$ cat src/rtl/deserializer.sv
// Deserializer: packs LANES-bit beats into WIDTH-bit words behind a one-deep output register.
// Defining DESERIALIZER_RX_PARITY_EN appends an even-parity beat to every word.
module deserializer #(
  parameter int WIDTH     = 32,
  parameter int LANES     = 1,
  parameter bit MSB_FIRST = 1'b0
) (
  input  logic                             clk,
  input  logic                             reset_n,
  input  logic [LANES-1:0]                 i_data,
  input  logic                             i_valid,
  input  logic                             i_clear,
  output logic [WIDTH-1:0]                 o_data,
  output logic                             o_valid,
  input  logic                             o_ready,
  output logic                             o_overrun,
  output logic [$clog2(WIDTH/LANES+1)-1:0] o_count,
  output logic                             o_parity_err
);
  localparam int BEATS = WIDTH / LANES;
  localparam int CW    = $clog2(BEATS + 1);
`ifdef DESERIALIZER_RX_PARITY_EN
  localparam int LAST  = BEATS;
`else
  localparam int LAST  = BEATS - 1;
`endif

  logic [WIDTH-1:0] sr_q, sr_d, shifted, word;
  logic [WIDTH-1:0] data_q, data_d;
  logic [CW-1:0]    count_q, count_d;
  logic             valid_q, valid_d;
  logic             overrun_q, overrun_d;
  logic             accept, final_beat, load;

  generate
    if (BEATS == 1) begin : g_shift_single
      assign shifted = i_data;
    end else if (MSB_FIRST) begin : g_shift_left
      assign shifted = {sr_q[WIDTH-LANES-1:0], i_data};
    end else begin : g_shift_right
      assign shifted = {i_data, sr_q[WIDTH-1:LANES]};
    end
  endgenerate

`ifdef DESERIALIZER_RX_PARITY_EN
  // The final beat carries parity only, so the word is already complete in sr_q.
  assign word = sr_q;
`else
  assign word = shifted;
`endif

  always_comb begin
    accept     = i_valid && !i_clear;
    final_beat = accept && (count_q == CW'(LAST));
    load       = final_beat && (!valid_q || o_ready);
    sr_d       = sr_q;
    count_d    = count_q;
    data_d     = data_q;
    valid_d    = valid_q;
    overrun_d  = overrun_q;

    if (i_clear) begin
      sr_d      = '0;
      count_d   = '0;
      overrun_d = 1'b0;
    end else if (accept) begin
      count_d = final_beat ? '0 : count_q + 1'b1;
      if (count_q < CW'(BEATS)) begin
        sr_d = shifted;
      end
    end

    if (load) begin
      data_d  = word;
      valid_d = 1'b1;
    end else if (final_beat) begin
      overrun_d = 1'b1;
    end else if (valid_q && o_ready) begin
      valid_d = 1'b0;
    end
  end

  always_ff @(posedge clk or negedge reset_n) begin
    if (!reset_n) begin
      sr_q      <= '0;
      count_q   <= '0;
      data_q    <= '0;
      valid_q   <= 1'b0;
      overrun_q <= 1'b0;
    end else begin
      sr_q      <= sr_d;
      count_q   <= count_d;
      data_q    <= data_d;
      valid_q   <= valid_d;
      overrun_q <= overrun_d;
    end
  end

`ifdef DESERIALIZER_RX_PARITY_EN
  logic perr_q, perr_d;

  always_comb begin
    perr_d = perr_q;
    if (load) begin
      perr_d = (i_data[0] != ^sr_q);
    end
  end

  always_ff @(posedge clk or negedge reset_n) begin
    if (!reset_n) begin
      perr_q <= 1'b0;
    end else begin
      perr_q <= perr_d;
    end
  end

  assign o_parity_err = perr_q;
`else
  assign o_parity_err = 1'b0;
`endif

  assign o_data    = data_q;
  assign o_valid   = valid_q;
  assign o_overrun = overrun_q;
  assign o_count   = count_q;
endmodule

$ cat config.mk
export PLATFORM = sky130hd
export DESIGN_NAME = deserializer
export DESIGN_NICKNAME = d
export VERILOG_FILES = /design/src/rtl/deserializer.sv
export SDC_FILE = /design/constraint.sdc
export NUM_CORES = 1
export LEC_CHECK = 0
export CAP_MARGIN = 20
export CORE_ASPECT_RATIO = 0.7
export CORE_UTILIZATION = 47
export DETAILED_ROUTE_END_ITERATION = 10
export PLACE_DENSITY = 0.72
export SLEW_MARGIN = 20
export SYNTH_ARGS = -nofsm -noshare
export SYNTH_HDL_FRONTEND = slang
export SYNTH_SLANG_ARGS = --single-unit
$ cat constraint.sdc
create_clock -name clk -period 2.2 [get_ports clk]
set_clock_uncertainty 0.1 [all_clocks]
set_input_delay 0.22 -clock clk [delete_from_list [all_inputs] [get_ports clk]]
set_output_delay 0.22 -clock clk [all_outputs]
set_load 0.02 [all_outputs]
==> metrics.yaml <==
period_share: 0.8884
cts-root-buf: "clkbuf_8"
io_pins: 47
die_x_um: 95.02
clock_path_buffers: 2
rows: 23
seq_area_frac_synth: 0.6242
ys_types: 29
ys_ff_latch: 71
syn_area_sq_um: 2846
fin_cells: 373
fmax_mhz: 511.6
p_leak_nw: 1.637
first_global_vias: 1884
post_cts_resized: 0
drc: 0
drt-initial-drc-count: 126
core-area_sq_um: 5784
grt_util_all_layers: 0.1902
ant_nets: 0
hold_viol_final: 0
die-area_sq_um: 6376
routabilityCongestion: 0.7144
tns_ns: 0
vias: 1921
endpoint_kind: "register"
rsz0062_at_grt: "no"
synth_nets: 251
start_util: 0.4921
antenna_found_initial: 0
fp.dieH_um: 67.11
power_density_nw_per_um2: 675.9
post-place-cells: 356
clk_pin_slew_ns: 0.07
numCtsBuffers: 9
cp_data_required_time_ns: 2.33
drtPass1Iterations: 4
maxCapViolCount: 0
diodes: 0
cp_max_fo: 32
wl_per_cell_um: 14.20
cp-start-kind: "register"
hold_path_class: "in2async"
cts_tree: "yes"
hpwl_mm: 3.324
fin_nets: 300
cts_max_level: 3
viasPerCell: 5.150
insertion_delay_ns: 0.34
gr-total-overflow: 0
syn_to_final_growth_pct: 25.85
portBuffers: 45
synthCells: 244
status: "finished, final reports clean"
ys.warnings.count: 0
ir_drop_mv: 0.4594
clkSinkCount: 71
drive_above_1_share: 0.1812
worstPathArrival_ns: 2.08
slew_viol_final: 0
routed_wirelength_mm: 5.298
path_class: "reg2reg"
finalCriticalPeriod_ns: 1.955
grt_max_degree: 40
grt_pass1_wl_mm: 8.866
syn_avg_cell_area_sq_um: 11.67
final-setup-viol-count: 0
through the flow:
step	util	total power, mW	instance area, sq um	hold WS [ns]	worst slack, ns
floorplan	-	1.381	2846	-0.1756	0.2405
global placement	0.5847	1.438	3382	0.1057	0.2718
detailed placement	0.5847	1.440	3382	0.1183	0.2498
CTS	0.6193	2.457	3582	0.2819	0.2541
global route	0.6193	2.514	3582	0.3010	0.1795
finish	0.6193	2.421	3582	0.2684	0.2455
area by class of cell:
class / count / area (sq um)
fill: 496 / 2202
sequential: 71 / 1777
multi-input combinational: 156 / 980.9
timing repair buffer: 53 / 533.0
clock buffer: 12 / 145.1
tap: 75 / 93.84
clock inverter: 4 / 45.04
inverter: 2 / 7.507
cells in the final DEF, fill, tap and decap left out, drive strengths merged:
cell,count
or3b,1
o211ai,1
or3,1
mux2i,1
nand4b,1
clkbuf,12
xor2,2
inv,2
buf,8
clkdlybuf4s50,44
nand4,1
a21oi,33
a2111o,1
nand2b,4
dlygate4sd3,1
clkinv,3
nor2b,2
nand2,64
dfrtp,71
o21ai,2
o22ai,1
bufinv,1
conb,1
ha,1
a31oi,1
nor4b,1
mux2,32
nor2,3
nand3,2
cells in the mapped netlist:
library cell | number | area [sq um]
buf_4 | 1 | 7.510
nor4b_4 | 1 | 23.77
nor2_1 | 3 | 11.26
mux2i_1 | 1 | 10.01
xor2_1 | 2 | 17.52
o22ai_1 | 1 | 6.260
inv_1 | 2 | 7.510
clkbuf_1 | 9 | 33.78
o21ai_0 | 2 | 10.01
ha_1 | 1 | 12.51
conb_1 | 1 | 3.750
nand4_1 | 1 | 6.260
a2111o_1 | 1 | 11.26
mux2_2 | 28 | 315.3
or3_1 | 1 | 6.260
or3b_2 | 1 | 8.760
buf_1 | 1 | 3.750
nand3_1 | 2 | 10.01
buf_2 | 1 | 5.000
dfrtp_1 | 71 | 1777
nor2b_1 | 2 | 12.51
o211ai_1 | 1 | 7.510
nand4b_4 | 1 | 23.77
nand2b_1 | 4 | 25.02
buf_6 | 3 | 33.78
a31oi_1 | 1 | 6.260
mux2_1 | 4 | 45.04
a21oi_1 | 33 | 165.2
nand2_1 | 64 | 240.2
layer usage:
layer,share of wire,GRT usage,up-vias
met5,0,0,-
met4,0.013,0.06439,0
met3,0.042,0.07763,6
met2,0.45,0.2815,40
met1,0.50,0.2547,952
li1,-,-,923
critical path, cell delays in order, from the launching register on:
cell and delay [ns]:
dfrtp_1 0.42, ha_1 0.26, nand2_1 0.15, nor4b_4 0.28, buf_12 0.24, mux2_2 0.36
kinds of logic after synthesis:
family,count (synthesis),synth area share
compound gates,39,0.07253
xor+xnor,2,0.006155
fa+ha+maj,1,0.004395
buf+inv,17,0.03209
flops,71,0.6242
mux,33,0.1301
other cells,1,0.001317
simple gates,80,0.1292
registers in the layout, indices dropped and copies added (netlist names):
name / flops
o_valid: 1
o_overrun: 1
o_data: 32
sr_q: 31
o_count: 6
power by group:
group / switching, mW / internal, mW
Combinational: 0.0709 / 0.0293
Clock: 0.456 / 0.550
Sequential: 0.00553 / 1.31
Total: 0.533 / 1.89
path summary, 6_finish.rpt:
path                       cells after the start  startpoint  slack [ns]         end
min                                            2     reset_n        0.27   o_data[1]
min reg2reg                                    1  o_data[23]        0.40  o_data[23]
max in group asynchronous                      3     reset_n        1.08    sr_q[28]
max reg2reg                                    5  o_count[0]        0.25  o_data[27]
max                                            5  o_count[0]        0.25  o_data[27]
min in group clk                               1  o_data[23]        0.40  o_data[23]
repair_timing:
action / CTS / global route
buffers inserted: 0 / 0
endpoints found under the hold margin: 19 / 0
hold buffers: 1 / 0
Power figures use the tool's default switching activity.
